===== src/rtl/monocicle_pkg.sv =====
// Shared register-file writeback types: index/data widths and the queued write entry.
package monocicle_pkg;

  localparam int REG_ADDR_W = 5;
  localparam int DATA_W     = 32;

  localparam logic [REG_ADDR_W-1:0] REG_ZERO = 5'd0;

  typedef struct packed {
    logic [REG_ADDR_W-1:0] rd;
    logic [DATA_W-1:0]     data;
  } wb_entry_t;

endpackage


===== src/rtl/wb_fifo.sv =====
// In-order FIFO for load writebacks with an entry view for hazard and kill compares.
// WB_WAW_KILL_EN adds per-entry live bits that a younger ALU write to the same rd clears.
module wb_fifo
  import monocicle_pkg::*;
#(
  parameter int DEPTH = 4
) (
  input  logic                   clk,
  input  logic                   rst,
  input  logic                   push,
  input  wb_entry_t              push_entry,
  input  logic                   pop,
  input  logic                   kill_valid,
  input  logic [REG_ADDR_W-1:0]  kill_rd,
  output wb_entry_t              head_entry,
  output logic                   head_live,
  output logic                   empty,
  output logic                   full,
  output logic [$clog2(DEPTH):0] count,
  output logic [DEPTH-1:0]       view_valid,
  output wb_entry_t [DEPTH-1:0]  view_entry
);
  localparam int PW = $clog2(DEPTH);

  wb_entry_t [DEPTH-1:0]    mem_q, mem_d;
  logic [PW-1:0]            rd_ptr_q, rd_ptr_d, wr_ptr_q, wr_ptr_d;
  logic [PW:0]              count_q, count_d;
  logic [DEPTH-1:0][PW-1:0] off_s;
  logic [DEPTH-1:0]         occ_s;

  // A slot is occupied when its distance past the read pointer is below count.
  always_comb begin
    off_s = '0;
    occ_s = '0;
    for (int i = 0; i < DEPTH; i++) begin
      off_s[i] = PW'(i) - rd_ptr_q;
      occ_s[i] = ({1'b0, off_s[i]} < count_q);
    end
  end

  always_comb begin
    mem_d    = mem_q;
    wr_ptr_d = wr_ptr_q;
    if (push) begin
      mem_d[wr_ptr_q] = push_entry;
      wr_ptr_d        = wr_ptr_q + 1'b1;
    end else begin
      wr_ptr_d = wr_ptr_q;
    end
    rd_ptr_d = pop ? (rd_ptr_q + 1'b1) : rd_ptr_q;
    count_d  = count_q + (PW+1)'(push) - (PW+1)'(pop);
  end

  always_ff @(posedge clk) begin
    mem_q <= mem_d;
    if (rst) begin
      rd_ptr_q <= '0;
      wr_ptr_q <= '0;
      count_q  <= '0;
    end else begin
      rd_ptr_q <= rd_ptr_d;
      wr_ptr_q <= wr_ptr_d;
      count_q  <= count_d;
    end
  end

`ifdef WB_WAW_KILL_EN
  logic [DEPTH-1:0] live_q, live_d;

  // Kill applies to entries already queued; the entry pushed this edge is younger and stays live.
  always_comb begin
    live_d = live_q;
    for (int i = 0; i < DEPTH; i++) begin
      live_d[i] = (kill_valid && occ_s[i] && (mem_q[i].rd == kill_rd)) ? 1'b0 : live_q[i];
    end
    live_d[wr_ptr_q] = push ? 1'b1 : live_d[wr_ptr_q];
  end

  always_ff @(posedge clk) begin
    if (rst) begin
      live_q <= '0;
    end else begin
      live_q <= live_d;
    end
  end

  assign head_live  = live_q[rd_ptr_q];
  assign view_valid = occ_s & live_q;
`else
  logic unused_kill_s;
  assign unused_kill_s = kill_valid ^ (^kill_rd);
  assign head_live     = 1'b1;
  assign view_valid    = occ_s;
`endif

  assign head_entry = mem_q[rd_ptr_q];
  assign empty      = (count_q == '0);
  assign full       = (count_q == (PW+1)'(DEPTH));
  assign count      = count_q;
  assign view_entry = mem_q;

endmodule


===== src/rtl/regfile_writeback_queue.sv =====
// Merges the ALU and buffered load writebacks into one registered register-file write per cycle.
// WB_WAW_KILL_EN: a selected ALU write cancels queued loads to the same rd.
module regfile_writeback_queue #(
  parameter int DATA_W = 32,
  parameter int ADDR_W = 5,
  parameter int DEPTH  = 4
) (
  input  logic              clk,
  input  logic              rst,
  input  logic              alu_valid,
  input  logic [ADDR_W-1:0] alu_rd,
  input  logic [DATA_W-1:0] alu_data,
  input  logic              lsu_valid,
  output logic              lsu_ready,
  input  logic [ADDR_W-1:0] lsu_rd,
  input  logic [DATA_W-1:0] lsu_data,
  input  logic [ADDR_W-1:0] rs1,
  input  logic [ADDR_W-1:0] rs2,
  output logic              hit1,
  output logic              hit2,
  output logic              regWrite,
  output logic [ADDR_W-1:0] rd,
  output logic [DATA_W-1:0] writeData
);
  import monocicle_pkg::*;

  localparam int CW = $clog2(DEPTH) + 1;

  logic                  alu_sel_s, fifo_sel_s, push_s;
  logic                  head_live_s, empty_s, full_s;
  logic                  hit1_s, hit2_s;
  wb_entry_t             head_s, push_entry_s;
  logic [CW-1:0]         unused_count_s;
  logic [DEPTH-1:0]      view_valid_s;
  wb_entry_t [DEPTH-1:0] view_entry_s;

  logic              regwrite_q, regwrite_d;
  logic [ADDR_W-1:0] rd_q, rd_d;
  logic [DATA_W-1:0] wdata_q, wdata_d;

  // Ready never looks at this cycle's pop, so a full queue stalls the load source for a cycle.
  assign lsu_ready    = !full_s && !rst;
  assign push_s       = lsu_valid && lsu_ready && (lsu_rd != REG_ZERO);
  assign push_entry_s = '{rd: lsu_rd, data: lsu_data};
  assign alu_sel_s    = alu_valid && (alu_rd != REG_ZERO);
  assign fifo_sel_s   = !alu_sel_s && !empty_s;

  wb_fifo #(
    .DEPTH(DEPTH)
  ) u_fifo (
    .clk        (clk),
    .rst        (rst),
    .push       (push_s),
    .push_entry (push_entry_s),
    .pop        (fifo_sel_s),
    .kill_valid (alu_sel_s),
    .kill_rd    (alu_rd),
    .head_entry (head_s),
    .head_live  (head_live_s),
    .empty      (empty_s),
    .full       (full_s),
    .count      (unused_count_s),
    .view_valid (view_valid_s),
    .view_entry (view_entry_s)
  );

  // A killed head is still popped but produces no write; rd/data hold when idle.
  always_comb begin
    regwrite_d = 1'b0;
    rd_d       = rd_q;
    wdata_d    = wdata_q;
    if (alu_sel_s) begin
      regwrite_d = 1'b1;
      rd_d       = alu_rd;
      wdata_d    = alu_data;
    end else if (fifo_sel_s && head_live_s) begin
      regwrite_d = 1'b1;
      rd_d       = head_s.rd;
      wdata_d    = head_s.data;
    end else begin
      regwrite_d = 1'b0;
    end
  end

  always_ff @(posedge clk) begin
    if (rst) begin
      regwrite_q <= 1'b0;
      rd_q       <= '0;
      wdata_q    <= '0;
    end else begin
      regwrite_q <= regwrite_d;
      rd_q       <= rd_d;
      wdata_q    <= wdata_d;
    end
  end

  always_comb begin
    hit1_s = regwrite_q && (rd_q == rs1);
    hit2_s = regwrite_q && (rd_q == rs2);
    for (int i = 0; i < DEPTH; i++) begin
      hit1_s = hit1_s || (view_valid_s[i] && (view_entry_s[i].rd == rs1));
      hit2_s = hit2_s || (view_valid_s[i] && (view_entry_s[i].rd == rs2));
    end
  end

  assign hit1      = hit1_s && (rs1 != REG_ZERO);
  assign hit2      = hit2_s && (rs2 != REG_ZERO);
  assign regWrite  = regwrite_q;
  assign rd        = rd_q;
  assign writeData = wdata_q;

endmodule

===== config.mk =====
export PLATFORM = sky130hd
export DESIGN_NAME = regfile_writeback_queue
export DESIGN_NICKNAME = d
export VERILOG_FILES = /design/src/rtl/monocicle_pkg.sv /design/src/rtl/wb_fifo.sv /design/src/rtl/regfile_writeback_queue.sv
export SDC_FILE = /design/constraint.sdc
export NUM_CORES = 1
export LEC_CHECK = 0
export ABC_AREA = 1
export ABC_CLOCK_PERIOD_IN_PS = 6000
export BUFFER_PORTS_ARGS = -buffer_cell sky130_fd_sc_hd__clkbuf_2
export CAP_MARGIN = 20
export CORE_ASPECT_RATIO = 1.75
export CORE_UTILIZATION = 61
export CTS_CLUSTER_SIZE = 24
export DETAILED_ROUTE_END_ITERATION = 7
export PLACE_DENSITY = 0.85
export SKIP_CTS_REPAIR_TIMING = 1
export SYNTH_ARGS = -nofsm -noshare
export SYNTH_HDL_FRONTEND = slang
export SYNTH_SLANG_ARGS = --single-unit

===== constraint.sdc =====
create_clock -name clk -period 6 [get_ports clk]
set_clock_uncertainty 0.2 [all_clocks]
set_input_delay 0.6 -clock clk [delete_from_list [all_inputs] [get_ports clk]]
set_output_delay 0.6 -clock clk [all_outputs]
set_load 0.1 [all_outputs]

* After elaboration in Yosys (flattened, before gate mapping)
Cells that the tools add are included.
** Operators by class
- $add $sub $neg :: 8
- Multiplexer cells :: 11
- Reduce and logical (&&, ||, !) cells :: 36
- Div/mod/pow operators :: 0
- Magnitude comparators :: 7
- Shift-type cells :: 0
- Bitwise logic cells :: 0
- Multipliers :: 0
- Equal/unequal tests :: 11
** Operator list (number)
- $bwmux 148 :: 1
- $bmux 37 s2 :: 1
- $demux 37 s2 :: 1
- $mux 37 :: 2
- $mux 32 :: 2
- $eq 5x5->1 :: 10
- $reduce_bool 5->1 :: 4
- $logic_and 1x1->1 :: 18
- $lt 2x3->1 :: 4
- $mux 5 :: 2
- $logic_or 1x1->1 :: 8
- $lt 2x3->1 const B :: 2
- $add 2x1->2 const B :: 2
- $logic_not 1->1 :: 4
- $sub 1x2->2 const A :: 2
- $sub 2x2->2 const A :: 2
- $add 3x1->3 :: 1
- $eq 3x3->1 const B :: 1
- $logic_not 3->1 :: 1
- $sub 3x1->3 :: 1
- $ge 2x1->1 const B :: 1
- $mux 1 :: 2
- $reduce_bool 2->1 :: 1
** Storage, ports and cells
- Memories :: 0
- Word-level logic and storage cells :: 87
- Flip-flop bits (word level) :: 193
- Memory bits (writable) :: 0
- Latch bits :: 0
- Memory bits (read-only) :: 0
- Output and inout port bits :: 41
- Bits of input ports :: 88

* Logic depth before layout (Yosys ltp)
Gate-level depths: netlist of run 1.
- Depth after elaboration :: 8
- Gate-level depth with buffers :: 13
- Mapped depth without buffers :: 12

* Modules after synthesis
A second synthesis of run 1 with hierarchy kept.
** Second synthesis, totals
- Cell total of the unflattened synthesis :: 901
- Area total of the unflattened synthesis :: 8655.8 um^2
** By module, submodules not included
- wb_fifo :: cells an instance 435, area an instance 6053.3 um^2, sequential area each 4584.4 um^2, times used 1
- regfile_writeback_queue :: cells an instance 466, area an instance 2602.5 um^2, sequential area each 760.7 um^2, times used 1

* Worst setup path after synthesis of run 1
No wires, ideal clock.
- Path type :: input-to-reg
- Start point :: input port rst
- End point :: register u_fifo.mem_q, in the netlist u_fifo.view_entry[0] (enable)
- Path slack :: 0.852 ns
- Arrival time :: 4.516 ns
- Path buffers :: 0
- Setup time :: 0.431 ns
- Data required time :: 5.369 ns
- Stages on the path :: 3
- Cell sequence :: a31oi_1 nand3_1 nor2_1
** Between the ends
- Cells in the longest elaborated chain, start to end :: 4
** RTL lines
- start, declared :: RTL line regfile_writeback_queue.sv:9 : input logic rst,
- $logic_not 1->1 :: RTL line regfile_writeback_queue.sv:42 : assign lsu_ready = !full_s && !rst;
- $logic_and 1x1->1 :: RTL line regfile_writeback_queue.sv:42
- $logic_and 1x1->1 (2 in a row) :: RTL line regfile_writeback_queue.sv:43 : assign push_s = lsu_valid && lsu_ready && (lsu_rd != REG_ZERO);
- end signal, assigned :: RTL line wb_fifo.sv:55 : mem_q <= mem_d;
- end, declared :: RTL line wb_fifo.sv:25 : wb_entry_t [DEPTH-1:0] mem_q, mem_d;
Every way passes these cells.
A chain may end at the register's enable or synchronous reset.

* Worst setup path after layout of run 1
- Start point :: register u_fifo.rd_ptr_q[0]
- End point :: output port hit1
** Between the ends
- Cells in the longest elaborated chain, start to end :: 8
- Elaborated cells on any way between the ends :: 17
- Classes of those cells :: add/sub (4); order compare (4); reduce/logical (9)
** RTL lines
- start, declared :: RTL line wb_fifo.sv:26 : logic [PW-1:0] rd_ptr_q, rd_ptr_d, wr_ptr_q, wr_ptr_d;
- start signal, assigned :: RTL line wb_fifo.sv:61 : rd_ptr_q <= rd_ptr_d;
- $sub 1x2->2 :: RTL line wb_fifo.sv:36 : off_s[i] = PW'(i) - rd_ptr_q;
- $lt 2x3->1 :: RTL line wb_fifo.sv:37 : occ_s[i] = ({1'b0, off_s[i]} < count_q);
- $logic_and 1x1->1 :: RTL line regfile_writeback_queue.sv:101 : hit1_s = hit1_s || (view_valid_s[i] && (view_entry_s[i].rd == rs1));
- $logic_or 1x1->1 (3 in a row) :: RTL line regfile_writeback_queue.sv:101
- $logic_or 1x1->1 * :: RTL line regfile_writeback_queue.sv:101
- $logic_and 1x1->1 * :: RTL line regfile_writeback_queue.sv:106 : assign hit1 = hit1_s && (rs1 != REG_ZERO);
- end, declared :: RTL line regfile_writeback_queue.sv:19 : output logic hit1,
Every way passes the cells marked *; elsewhere a longest branch is shown, timed or not.

==> results of run 1 <==
[power groups by stage]
| stage | logic [W] | registers (W) | clock network, W |
|---|---|---|---|
| after floorplan | 0.000627 | 0.00212 | 0 |
| after global placement | 0.00135 | 0.00166 | 0 |
| after detailed placement | 0.00137 | 0.00167 | 0 |
| after CTS | 0.00139 | 0.00164 | 0.00118 |
| after global routing | 0.00150 | 0.00165 | 0.00122 |
| final | 0.00140 | 0.00164 | 0.00117 |
[worst paths after layout]
check | startpoint | to | slack [ps]
worst max-delay path | u_fifo.rd_ptr_q[0] | hit1 | 2040
worst min-delay path | lsu_data[23] | u_fifo.view_entry[97] | 180
worst max register to register | u_fifo.count[2] | u_fifo.count[2] | 2920
worst min register to register | writeData[14] | writeData[14] | 280
[layout make-up]
cell class              count  area [sq um]  share of cell area
flip-flops and latches    193          5350               0.552
multi-input cells         492          2530               0.261
repair buffers            135           693              0.0716
clock buffers              18           429              0.0443
inverters                  74           278              0.0287
well taps                 174           218              0.0225
clock inverters            14           190              0.0196
[placed cells by master (no fill, tap or decap), drive strengths merged]
cell and instances:
nand2 220, edfxtp 148, clkbuf 146, inv 82
nor2 67, nand3 53, dfxtp 45, a22oi 44
xor2 23, nand4 14, o21ai 13, a21oi 11
o211ai 11, ha 10, o22ai 9, buf 7
xnor2 6, nor3 6, clkinv 4, or2 2
bufinv 2, a31oi 1, nand3b 1, fa 1
[routing by layer]
layer	up-vias	wire (um)	track usage
li1	2934	-	-
met4	0	1110	0.190
met2	327	11000	0.539
met3	84	1300	0.0612
met1	3016	7250	0.326
met5	-	0	0
[stage by stage]
stage,util,setup slack [ps],instances
floorplan,-,852,795
global placement,0.681,2590,1068
detailed placement,0.681,2530,1068
CTS,0.727,2080,1100
global route,0.727,1820,1100
finish,0.727,2040,1100
[sequential cells by signal, indices dropped and copies added, names as in the netlist]
signal / flops
u_fifo.rd_ptr_q: 2
u_fifo.wr_ptr_q: 2
regWrite: 1
u_fifo.view_entry: 148
writeData: 32
u_fifo.count: 3
rd: 5
[logic make-up after synthesis]
logic type,Yosys count,synth area share
AO/OA/AOI/OAI,89,0.0717
adder cells (fa/ha/maj),11,0.0175
buffers and inverters,110,0.0562
flip-flops,193,0.643
AND/OR/NAND/NOR,363,0.181
XOR/XNOR,29,0.0306
==> out/metrics.cfg, run 1 <==
[global_routing]
grt_pass1_wl_um = 31600
grt_overflow_total = 0
grt_usage = 0.302
grt_pass1_vias = 6236
antenna_found_initial = 0
grt_max_degree = 38

[floorplanning]
io_pins = 129
die_height_um = 156
start_util = 0.624
die-area_sq_um = 14100
die_width_um = 90.2
rows = 56
core-area_sq_um = 13300

[power]
combPwrFrac = 0.332
p_int_w = 0.00251
ir_drop_mv = 0.313
power.density_nw_per_um2 = 436
switching_power_w = 0.00170
power_frac_seq = 0.390
pwr-share-clk = 0.278
swShare = 0.404
p_leak_nw = 4.10
p_total_w = 0.00422

[yosys]
synth_seq_area_share = 0.643
synth.largest_area_cell = edfxtp_1
ys_ff_latch = 193
syn_nets = 894
yosysTopAreaCellShare = 0.535
async_reset_ff_frac = 0
syn_area_sq_um = 8310
synth_area_leaders = edfxtp_1 (53%), dfxtp_1 (11%), nand2_1 (9.9%)
synth_cell_type_count = 30
syn_avg_cell_area_sq_um = 10.5
synth_most_common_cell = nand2_1
yosys_warnings = 0
synth_edf_count = 148
netlist_instances = 795
synth-main-ff-cell = edfxtp_1
synth_common_cells = nand2_1 (220), edfxtp_1 (148), inv_1 (70)

[hold_path]
min_path_type = input port to flip-flop
hold_path_depth = 1

[route]
drt_iter0_drc = 555
wire_per_inst_um = 18.8
viasPerCell = 5.78
drtPass1Iterations = 5
num_vias = 6361
drc_errors = 0
totalWireLength_um = 20700
drtAntennaViolNets = 0

[setup_path]
path_class = flip-flop to output port
reg2regPathDepth = 10
cp_slowest_cell = inv_2
cp-start-kind = flip-flop
cp_max_fo = 35
cp.depth = 12
arrival_ps = 3160
critPathBufInv = 2
cp_cell_sequence = nand2_1, inv_2, nor2_1, ha_1, nand3_1, nand2_1, nor2_1, nand2_1, nand2_1, nor2_1, nor2_1, clkbuf_2
slowest_delay_ps = 560
path_delay_family = buffers and inverters
crit_required_ps = 5200
cp-end-kind = output port

[clock_tree]
clock_path_buffers = 2
cts-root-buf = clkbuf_16
numCtsBuffers = 17
htree_levels = 4
clock_latency_ps = 430
cts_tree = built
clkSlewWorstSetupHoldPaths_ps = 70
cts.sinks = 193

[final_layout]
finalNetCount = 1012
final_area_sq_um = 9680
diodes = 0
drive_gt1_frac = 0.194
n_fill_cell = 927
area_growth_pct = 16.5

[timing]
layout_min_cycle_time_ps = 3960
setup_tns_ps = 0
slew-limit-headroom = 0.306
finalSetupViolCount = 0
fmax_mhz = 252
worst_hold_slack_ps = 177
final_max_slew_viol_count = 0
hold_violations = 0
worst_slew_pin_slew_ps = 1040
rsz0062_at_grt = false
finalCritPeriodShare = 0.661

[place]
globalplace.congestion = 0.990
place.port_buffers = 128
dpl.hpwl_um = 13300
dpl_cell_area_sq_um = 9060

[job]
drv_cap = 0

[outcome]
status = finished, final reports clean

No activity file was read; power rests on OpenSTA's default activity.
==> run 2, diff against run 1 <==
--- a/config.mk
+++ b/config.mk
@@ -6,14 +6,14 @@
 export NUM_CORES = 1
 export LEC_CHECK = 0
 export ABC_AREA = 1
-export ABC_CLOCK_PERIOD_IN_PS = 6000
+export ABC_CLOCK_PERIOD_IN_PS = 3700
 export BUFFER_PORTS_ARGS = -buffer_cell sky130_fd_sc_hd__clkbuf_2
 export CAP_MARGIN = 20
 export CORE_ASPECT_RATIO = 1.75
-export CORE_UTILIZATION = 61
+export CORE_UTILIZATION = 57
 export CTS_CLUSTER_SIZE = 24
 export DETAILED_ROUTE_END_ITERATION = 7
-export PLACE_DENSITY = 0.85
+export PLACE_DENSITY = 0.8
 export SKIP_CTS_REPAIR_TIMING = 1
 export SYNTH_ARGS = -nofsm -noshare
 export SYNTH_HDL_FRONTEND = slang
==> constraint.sdc (replaced) <==
create_clock -name clk -period 3.7 [get_ports clk]
set_clock_uncertainty 0.2 [all_clocks]
set_input_delay 0.37 -clock clk [delete_from_list [all_inputs] [get_ports clk]]
set_output_delay 0.37 -clock clk [all_outputs]
set_load 0.1 [all_outputs]
==> run 2 against run 1 <==
The flow now finishes with violations (negative hold slack); clock power rose by 61%; die area increased by 6.9%; non-clock buffer count up 40; worst setup slack lost 1500 ps; critical path type unchanged; critical endpoint is now hit2; highest routed layer unchanged.
==> out/metrics.cfg, run 2 (same netlist as run 1, synthesis figures left out) <==
[setup_path]
crit_path_frequent_cell = nor2_1
cp-start-kind = flip-flop
path_delay_family = simple AND/OR/NAND/NOR gates
path_class = flip-flop to output port
critPathBufInv = 2  ; unchanged
cp_max_fo = 5  ; -86%
r2r_start = u_fifo.count[2]
slowest_delay_ps = 510  ; -50 ps
r2r_end = u_fifo.count[2]
reg2regPathDepth = 10  ; unchanged
reg2reg_slack_ps = 690  ; -2230 ps
setup.worst_path.start = u_fifo.rd_ptr_q[0]
cp-end-kind = output port
cp_slowest_cell = dfxtp_1
arrival_ps = 2620  ; -540 ps
cp_cell_sequence = nand2_1, inv_2, nor2_1, ha_1, nand3_1, nand3_1, o21ai_0, nor2_1, nor2_1, clkbuf_2
crit_required_ps = 3130  ; -2070 ps

[route]
drtAntennaViolNets = 0  ; unchanged
drtPass1Iterations = 7  ; +2
drt_iter0_drc = 446  ; -20%
wire_per_inst_um = 18.2  ; -3.1%
viasPerCell = 5.59  ; -3.4%
totalWireLength_um = 20900  ; +0.94%
drc_errors = 0  ; unchanged
num_vias = 6404  ; +0.68%

[place]
place.port_buffers = 128  ; unchanged
globalplace.congestion = 0.981  ; -0.89%
dpl.hpwl_um = 13500  ; +1.9%
dpl_cell_area_sq_um = 9140  ; +0.81%

[global_routing]
grt_usage = 0.283  ; -0.0185
antenna_found_initial = 0  ; unchanged
grt_overflow_total = 0  ; unchanged
grt_max_degree = 38  ; unchanged
grt_pass1_vias = 6046  ; -3.0%
grt_pass1_wl_um = 31300  ; -1.0%

[floorplanning]
die-area_sq_um = 15100  ; +6.9%
start_util = 0.581  ; -0.0429
die_width_um = 93.3  ; +3.4%
io_pins = 129  ; unchanged
core-area_sq_um = 14300  ; +7.4%
rows = 58  ; +3.6%
die_height_um = 162  ; +3.4%

[final_layout]
final_area_sq_um = 10100  ; +4.4%
largest_reg_flops = 148  ; unchanged
area_growth_pct = 21.6
n_fill_cell = 1050  ; +13%
diodes = 0  ; unchanged
drive_gt1_frac = 0.192  ; -0.00287
layout_common_cells = nand2_1 (220), edfxtp_1 (148), clkbuf_2 (128)
multi_input_area_sq_um = 2540  ; +0.45%
finalNetCount = 1052  ; +4.0%
final_common_cell = nand2_1
seqCellArea_sq_um = 5350  ; unchanged

[timing]
finalSetupViolCount = 0  ; unchanged
rsz0062_at_grt = false
final_max_slew_viol_count = 0  ; unchanged
hold_violations = 4  ; +4
finalCritPeriodShare = 0.861
fmax_mhz = 314
worst_hold_slack_ps = -10.4  ; -188 ps
slew-limit-headroom = 0.286  ; -0.0201
worst_slew_pin_slew_ps = 1070  ; +30.1 ps
layout_min_cycle_time_ps = 3190

[hold_path]
hold_end = writeData[9]
min_from = alu_data[9]
hold_path_depth = 3  ; +2
min_path_type = input port to flip-flop

[outcome]
status = finished, violations left
violations = negative hold slack

[clock_tree]
cts.sinks = 193  ; unchanged
clkSlewWorstSetupHoldPaths_ps = 80  ; about the same
cts_tree = built
clock_latency_ps = 440  ; about the same
htree_levels = 4  ; unchanged
cts-root-buf = clkbuf_16
numCtsBuffers = 17  ; unchanged
clock_path_buffers = 2  ; unchanged

[power]
p_leak_nw = 4.27  ; +4.1%
power.density_nw_per_um2 = 678  ; +56%
ir_drop_mv = 0.449  ; +43%

[job]
drv_cap = 0  ; unchanged

run 2: changes by cell type in the layout (fill, tap and decap cells not counted), sizes merged:
| cell | change |
|---|---|
| inv | -2 |
| buf | +4 |
| clkbuf | +1 |
| clkinvlp | +2 |
| dlygate4sd3 | +36 |
| clkinv | -1 |
run 2: worst min-delay path: cells and delay by family:
kind,cells,cell delay (ps)
AOI/OAI and AO/OA,1,80
buffers and inverters,1,80
and+or+nand+nor,1,60
run 2: worst max path at each step:
stage	endpoint	slack, ps	cells after the start
after global placement	u_fifo.count[2]	800	12
after detailed placement	u_fifo.count[2]	710	12
after floorplan	u_fifo.view_entry[0]	-20	4
final	hit2	510	10
after global routing	hit2	400	10
after CTS	hit2	500	10
run 2: area by class of cell:
class / instances / share of cell area
Sequential cell: 193 / 0.529
Multi-Input combinational cell: 492 / 0.251
Timing Repair Buffer: 175 / 0.110
Clock buffer: 19 / 0.0438
Inverter: 74 / 0.0275
Tap cell: 180 / 0.0223
Clock inverter: 13 / 0.0167
run 2: routing by layer:
metal / global-route usage / vias up / wire [um]
li1: - / 3022 / -
met3: 0.0506 / 76 / 1140
met1: 0.312 / 3013 / 7490
met4: 0.189 / 0 / 1270
met2: 0.493 / 293 / 11000
met5: 0 / - / 0
run 2: per-stage QoR:
stage,util,setup TNS (ps),power (W),instances,setup slack (ps)
after global routing,0.707,0,0.00714,1146,398
after CTS,0.682,0,0.00681,1110,504
after floorplan,-,-2980,0.00445,795,-20.1
final,0.707,0,0.00685,1146,513
after detailed placement,0.639,0,0.00496,1078,712
after global placement,0.639,0,0.00493,1078,801
run 2: power by group:
group          switching [W]  internal (W)  total [W]
combinational        0.00177      0.000541    0.00231
clock               0.000835       0.00104    0.00188
sequential          0.000129       0.00254    0.00267
